==> src/rtl/mem_pkg.sv <==
// Shared types and defaults for the SRAM-backed memory stage.
//   mem_state_e : access FSM states (IDLE, LO, HI, DONE)
//   BASE_ADDR_DEF / SRAM_AW_DEF : default byte base and SRAM half-word address width
//   LO_HALF / HI_HALF : half-word select bit appended to the word address
package mem_pkg;

  typedef enum logic [1:0] {
    IDLE = 2'd0,
    LO   = 2'd1,
    HI   = 2'd2,
    DONE = 2'd3
  } mem_state_e;

  localparam int unsigned BASE_ADDR_DEF = 1024;
  localparam int unsigned SRAM_AW_DEF   = 18;

  localparam logic LO_HALF = 1'b0;
  localparam logic HI_HALF = 1'b1;

endpackage

==> src/rtl/sram_ctrl.sv <==
// Two-phase (low half, high half) access sequencer for a 16-bit async SRAM.
// Ports:
//   clk, rst        : clock, asynchronous active-high reset
//   start, we       : begin an access (sampled only in IDLE); 1 = write
//   word_addr       : 32-bit word index; halves live at {word_addr, 0/1}
//   wdata / rdata   : 32-bit write data / registered read data
//   idle, done      : FSM is in IDLE / in the single DONE cycle
//   sram_*          : SRAM address, write data, drive enable, write strobe, read data
module sram_ctrl
  import mem_pkg::*;
#(
  parameter int unsigned SRAM_AW     = SRAM_AW_DEF,
  parameter int unsigned WAIT_CYCLES = 2
) (
  input  logic               clk,
  input  logic               rst,
  input  logic               start,
  input  logic               we,
  input  logic [SRAM_AW-2:0] word_addr,
  input  logic [31:0]        wdata,
  output logic [31:0]        rdata,
  output logic               idle,
  output logic               done,
  output logic [SRAM_AW-1:0] sram_addr,
  output logic [15:0]        sram_dq_o,
  input  logic [15:0]        sram_dq_i,
  output logic               sram_dq_oe,
  output logic               sram_we_n
);

  localparam logic [2:0] LAST_CNT = 3'(WAIT_CYCLES - 1);

  mem_state_e  state_q, state_d, phase;
  logic [2:0]  cnt_q, cnt_d, phase_cnt;
  logic [31:0] rdata_q, rdata_d;
  logic        go;
  logic        last;
  logic        active;
  logic        half;

  // The cycle in which a request is accepted is already the first LO bus
  // cycle, so the stall is exactly 2*WAIT_CYCLES. rst also gates the
  // acceptance so a held store cannot pull the write strobe low during reset.
  always_comb begin
    go        = start & ~rst & (state_q == IDLE);
    phase     = state_q;
    phase_cnt = cnt_q;
    if (go) begin
      phase     = LO;
      phase_cnt = '0;
    end
    last = (phase_cnt == LAST_CNT);
  end

  // State register
  always_ff @(posedge clk or posedge rst) begin
    if (rst) begin
      state_q <= IDLE;
      cnt_q   <= '0;
      rdata_q <= '0;
    end else begin
      state_q <= state_d;
      cnt_q   <= cnt_d;
      rdata_q <= rdata_d;
    end
  end

  // Next-state logic
  always_comb begin
    state_d = state_q;
    cnt_d   = cnt_q;
    case (phase)
      IDLE: begin
        state_d = IDLE;
        cnt_d   = '0;
      end
      LO: begin
        if (last) begin
          state_d = HI;
          cnt_d   = '0;
        end else begin
          state_d = LO;
          cnt_d   = phase_cnt + 3'd1;
        end
      end
      HI: begin
        if (last) begin
          state_d = DONE;
          cnt_d   = '0;
        end else begin
          state_d = HI;
          cnt_d   = phase_cnt + 3'd1;
        end
      end
      DONE: begin
        state_d = IDLE;
        cnt_d   = '0;
      end
      default: begin
        state_d = IDLE;
        cnt_d   = '0;
      end
    endcase
  end

  // Output logic: SRAM pins and read-data capture
  always_comb begin
    active     = (phase == LO) || (phase == HI);
    half       = (phase == HI) ? HI_HALF : LO_HALF;
    sram_addr  = '0;
    sram_dq_o  = '0;
    sram_dq_oe = 1'b0;
    sram_we_n  = 1'b1;
    rdata_d    = rdata_q;
    if (active) begin
      sram_addr = {word_addr, half};
      if (we) begin
        sram_dq_o  = (half == HI_HALF) ? wdata[31:16] : wdata[15:0];
        sram_dq_oe = 1'b1;
        // Strobe released in the final cycle so address/data are held past the rising edge.
        sram_we_n  = last;
      end else if (last) begin
        if (half == HI_HALF) rdata_d[31:16] = sram_dq_i;
        else                 rdata_d[15:0]  = sram_dq_i;
      end
    end
  end

  assign rdata = rdata_q;
  assign idle  = (state_q == IDLE);
  assign done  = (state_q == DONE);

endmodule

==> src/rtl/mem_stage_sram.sv <==
// Pipeline memory stage backed by an external 16-bit asynchronous SRAM.
// Each 32-bit word takes two half-word accesses; ready = 0 freezes the pipeline.
// Ports:
//   clk, rst                         : clock, asynchronous active-high reset
//   WB_EN_in, MEM_R_EN_in, MEM_W_EN_in, ALU_res_in, Val_Rm_in, Dest_in : from EX/MEM
//   WB_EN_out, MEM_R_EN_out, ALU_res_out, mem_out, Dest_out            : to MEM/WB
//   ready                            : 0 = freeze the pipeline
//   sram_addr, sram_dq_o, sram_dq_i, sram_dq_oe, sram_we_n : SRAM pins
// Build option: define MEM_WRITE_BUFFER_EN for a one-entry posted-write buffer.
module mem_stage_sram
  import mem_pkg::*;
#(
  parameter int unsigned BASE_ADDR   = BASE_ADDR_DEF,
  parameter int unsigned SRAM_AW     = SRAM_AW_DEF,
  parameter int unsigned WAIT_CYCLES = 2
) (
  input  logic               clk,
  input  logic               rst,
  input  logic               WB_EN_in,
  input  logic               MEM_R_EN_in,
  input  logic               MEM_W_EN_in,
  input  logic [31:0]        ALU_res_in,
  input  logic [31:0]        Val_Rm_in,
  input  logic [3:0]         Dest_in,
  output logic               WB_EN_out,
  output logic               MEM_R_EN_out,
  output logic [31:0]        ALU_res_out,
  output logic [31:0]        mem_out,
  output logic [3:0]         Dest_out,
  output logic               ready,
  output logic [SRAM_AW-1:0] sram_addr,
  output logic [15:0]        sram_dq_o,
  input  logic [15:0]        sram_dq_i,
  output logic               sram_dq_oe,
  output logic               sram_we_n
);

  logic [31:0]        offset;
  logic [SRAM_AW-2:0] in_word;
  logic               is_load, is_store, mem_req;
  logic               ctrl_start, ctrl_we, ctrl_idle, ctrl_done;
  logic [SRAM_AW-2:0] ctrl_word;
  logic [31:0]        ctrl_wdata;

  // Addresses below BASE_ADDR wrap modulo the SRAM size.
  assign offset  = ALU_res_in - 32'(BASE_ADDR);
  assign in_word = (SRAM_AW-1)'(offset >> 2);

  // Both enables high is treated as a read.
  assign is_load  = MEM_R_EN_in;
  assign is_store = MEM_W_EN_in & ~MEM_R_EN_in;
  assign mem_req  = is_load | is_store;

`ifdef MEM_WRITE_BUFFER_EN
  logic               buf_valid_q, buf_valid_d;
  logic [SRAM_AW-2:0] buf_word_q, buf_word_d;
  logic [31:0]        buf_data_q, buf_data_d;
  logic               capture;

  always_ff @(posedge clk or posedge rst) begin
    if (rst) begin
      buf_valid_q <= 1'b0;
      buf_word_q  <= '0;
      buf_data_q  <= '0;
    end else begin
      buf_valid_q <= buf_valid_d;
      buf_word_q  <= buf_word_d;
      buf_data_q  <= buf_data_d;
    end
  end

  // A valid buffer entry owns the controller: it drains before any load
  // starts and is cleared in the drain's DONE cycle.
  always_comb begin
    capture     = is_store & ~buf_valid_q;
    buf_valid_d = buf_valid_q;
    buf_word_d  = buf_word_q;
    buf_data_d  = buf_data_q;
    if (capture) begin
      buf_valid_d = 1'b1;
      buf_word_d  = in_word;
      buf_data_d  = Val_Rm_in;
    end else if (ctrl_done & buf_valid_q) begin
      buf_valid_d = 1'b0;
    end

    ctrl_start = ctrl_idle & (buf_valid_q | is_load);
    ctrl_we    = buf_valid_q;
    ctrl_word  = buf_valid_q ? buf_word_q : in_word;
    ctrl_wdata = buf_data_q;

    if (!mem_req)     ready = 1'b1;
    else if (is_load) ready = ctrl_done & ~buf_valid_q;
    else              ready = ~buf_valid_q;
  end
`else
  always_comb begin
    ctrl_start = ctrl_idle & mem_req;
    ctrl_we    = is_store;
    ctrl_word  = in_word;
    ctrl_wdata = Val_Rm_in;
    ready      = mem_req ? ctrl_done : 1'b1;
  end
`endif

  sram_ctrl #(
    .SRAM_AW     (SRAM_AW),
    .WAIT_CYCLES (WAIT_CYCLES)
  ) u_sram_ctrl (
    .clk        (clk),
    .rst        (rst),
    .start      (ctrl_start),
    .we         (ctrl_we),
    .word_addr  (ctrl_word),
    .wdata      (ctrl_wdata),
    .rdata      (mem_out),
    .idle       (ctrl_idle),
    .done       (ctrl_done),
    .sram_addr  (sram_addr),
    .sram_dq_o  (sram_dq_o),
    .sram_dq_i  (sram_dq_i),
    .sram_dq_oe (sram_dq_oe),
    .sram_we_n  (sram_we_n)
  );

  assign ALU_res_out  = ALU_res_in;
  assign Dest_out     = Dest_in;
  assign WB_EN_out    = WB_EN_in & ready;
  assign MEM_R_EN_out = MEM_R_EN_in & ready;

  a_rw_exclusive: assert property (@(posedge clk) disable iff (rst)
    !(MEM_R_EN_in && MEM_W_EN_in));

endmodule

==> config.mk <==
export PLATFORM = sky130hd
export DESIGN_NAME = mem_stage_sram
export DESIGN_NICKNAME = d
export VERILOG_FILES = /design/src/rtl/mem_pkg.sv /design/src/rtl/sram_ctrl.sv /design/src/rtl/mem_stage_sram.sv
export SDC_FILE = /design/constraint.sdc
export NUM_CORES = 1
export LEC_CHECK = 0
export CAP_MARGIN = 20
export CORE_ASPECT_RATIO = 1.75
export CORE_MARGIN = 2
export CORE_UTILIZATION = 33
export DETAILED_ROUTE_END_ITERATION = 10
export HOLD_SLACK_MARGIN = 0.12
export PLACE_DENSITY = 0.82
export SLEW_MARGIN = 15
export SYNTH_ARGS = -nofsm -noshare
export SYNTH_HDL_FRONTEND = slang
export SYNTH_SLANG_ARGS = --single-unit
export TNS_END_PERCENT = 30
==> constraint.sdc <==
create_clock -name clk -period 2.8 [get_ports clk]
set_input_delay 0.56 -clock clk [delete_from_list [all_inputs] [get_ports clk]]
set_output_delay 0.56 -clock clk [all_outputs]
set_load 0.05 [all_outputs]
==> results of run 1 <==
timing repair:
item	4_1_cts	5_1_grt
hold buffers	0	0
pin swaps	3	4
resized for setup	24	6
cloned	1	0
setup endpoints to repair	34	7
buffers inserted	0	0
endpoints found under the hold margin	0	0
sequential cells by signal, summed over array words and instances (netlist names):
| register | flops |
|---|---|
| u_sram_ctrl.cnt_q | 3 |
| u_sram_ctrl.rdata | 32 |
| u_sram_ctrl.state_q | 2 |
cells by family (layout without fill, tap and decap cells):
logic type | Yosys count | after routing | share of synthesized area [%]
buffers and inverters | 53 | 197 | 15.7
DFF | 37 | 37 | 39.2
xor gates and xnor gates | 6 | 6 | 2.23
adders and majority gates | 2 | 2 | 1.06
AOI/OAI and AO/OA | 27 | 27 | 6.15
and+or+nand+nor | 75 | 75 | 17.2
muxes | 32 | 32 | 18.5
metrics by stage:
step                      TNS [ps]  power (mW)  hold slack [ps]
after floorplan              -2800        3.29              478
after global placement       -3210        4.68              488
after detailed placement     -6310        4.74              494
after CTS                        0        5.38              507
after global routing             0        5.55              518
final                            0        5.34              503
path summary, 6_finish.rpt:
check,endpoint,slack (ps)
setup / recovery,sram_addr[14],50
min in group asynchronous,u_sram_ctrl.rdata[2]$_DFFE_PP0P_,620
hold reg to reg,u_sram_ctrl.rdata[10]$_DFFE_PP0P_,500
max in group asynchronous,u_sram_ctrl.rdata[16]$_DFFE_PP0P_,1670
hold / removal,u_sram_ctrl.rdata[10]$_DFFE_PP0P_,500
setup reg to reg,u_sram_ctrl.rdata[7]$_DFFE_PP0P_,580
area by class of cell:
class,count,area share (%)
clock inverter,1,0.167
tap,84,2.34
sequential,37,20.6
multi-input combinational,142,25.8
inverter,7,0.585
timing repair buffer,183,47.4
clock buffer,6,3.09
per-layer routing:
| layer | vias to the layer above | global-route usage, % | wire [um] |
|---|---|---|---|
| met5 | - | 0 | 0 |
| met4 | 0 | 9.20 | 268 |
| met3 | 29 | 5.15 | 662 |
| met2 | 106 | 40.3 | 4480 |
| met1 | 1031 | 19.6 | 2490 |
| li1 | 1028 | - | - |
cell usage after synthesis (2+ instances only):
| master | count | area [um^2] |
|---|---|---|
| o21ai_0 | 2 | 10.0 |
| nor2_1 | 9 | 33.8 |
| ha_1 | 2 | 25.0 |
| o31ai_1 | 2 | 15.0 |
| nand2_1 | 37 | 139 |
| mux2_4 | 20 | 300 |
| or4_1 | 2 | 15.0 |
| nor4_1 | 3 | 18.8 |
| nor2b_1 | 9 | 56.3 |
| xor2_1 | 3 | 26.3 |
| inv_1 | 5 | 18.8 |
| mux2_2 | 12 | 135 |
| dfrtp_1 | 37 | 926 |
| buf_4 | 36 | 270 |
| a21oi_1 | 20 | 100 |
| clkbuf_1 | 6 | 22.5 |
| nand2b_1 | 2 | 12.5 |
| inv_2 | 2 | 7.51 |
| xnor2_1 | 3 | 26.3 |
| nor3_4 | 2 | 32.5 |
where the power goes:
| part | switching, mW | internal (mW) | total (mW) |
|---|---|---|---|
| combinational | 2.23 | 1.61 | 3.84 |
| sequential | 0.153 | 0.792 | 0.946 |
| clock | 0.202 | 0.348 | 0.551 |
| total | 2.59 | 2.75 | 5.34 |
worst max-delay path, cell delays in order:
cell             delay (ps)
clkdlybuf4s50_1         460
or4_4                   470
or3_1                   340
a21oi_2                 200
buf_12                  160
==> qor.csv, run 1 <==
metric,value,unit
status,"complete, no violations",
clockBufferDepth,2,
fmax,364,MHz
design.core.area,6910,um^2
die_h,116,um
die_w,67.9,um
row_count,40,
grt_max_degree,27,
port_buffers,157,
track_usage,20.9,%
drc,0,
start_kind,input port,
cts_tree,yes,
antenna_found_initial,0,
skew,4.00,ps
required,2240,ps
min_from,u_sram_ctrl.rdata[10]$_DFFE_PP0P_,
globalplace.congestion,0.879,
clk-insertion-delay-late,280,ps
startpoint,ALU_res_in[12],
syn-num-nets,323,
final_common_cell,clkdlybuf4s50_1,
layout_setup_ws,51.6,ps
rsz0062_at_grt,no,
synth_cell_type_count,38,
fin_util,65.0,%
routed_wl,7910,um
synth_edf_count,0,
insertedDiodeCount,0,
max_cap_violations,0,
path_clk_slew,50,ps
dp_hpwl,6200,um
cts-root-buf,clkbuf_16,
dieArea,7870,um^2
setup_viol,0,
area_growth_syn_to_layout,90.3,%
fin_cells,460,
synth_area,2360,um^2
finalMaxSlewViolations,0,
cp-end-kind,output port,
numCtsBuffers,5,
most-common-layout-cells,"105 x clkdlybuf4s50_1, 38 x buf_12, 37 x nand2_1, 37 x dfrtp_1, 32 x buf_4",
ys.flop_type,dfrtp_1,
fill_cells,512,
min_period,2750,ps
ys_ff_latch,37,
num_vias,2194,
synth_cells,232,
avgViaCountPerCell,4.77,
hold_depth,1,
overflow,0,
total_leakage_power,1.96,nW
seq_area,926,um^2
final_area,4490,um^2
ys_seq_area_share,39.2,%
drtPass1Iterations,4,
worst-setup-path-type,in2out,
ir_drop,0.000482,V
r2r-start,u_sram_ctrl.state_q[1]$_DFF_PP0_,
worstRegToRegCells,7,
synth_warnings,0,
grt_pass1_vias,2403,
hold_viol_final,0,
ioPinCount,196,
placed_area,4240,um^2
pre_cts_ws,-250,ps
ant_nets,0,
crit_fanout,4,
power.density,1190,nW/um^2
cts_sinks,37,
fin_nets,467,
h-tree-depth,2,
syn_avg_cell_area,10.2,um^2
tightest_slew,523,ps
slew_headroom,65.0,%
post_drt_wl_per_cell,17.2,um
async_flop_share,100,%
placed_cells,452,
crit_arrival,2190,ps
initial_utilization,34.2,%
hold_path.class,reg2reg,
drive_gt1_share,36.7,%
grt_pass1_wl,12300,um
multiInputGateArea,1160,um^2
first_iter_violations,100,
fin_crit_sh,98.2,%
Note: power is estimated with default switching activity, not from simulation.
==> inputs of run 2 (changes only) <==
- CAP_MARGIN: 20 -> 10
- GPL_ROUTABILITY_DRIVEN: default -> 1
- SLEW_MARGIN: 15 -> default
==> results of run 2 <==
No change in the layout: final DEF, timing and power equal those of run 1.
==> inputs of run 3 (changes only) <==
- HOLD_SLACK_MARGIN: 0.12 -> 0.08
==> results of run 3 <==
No change in the layout: final DEF, timing and power equal those of run 1.
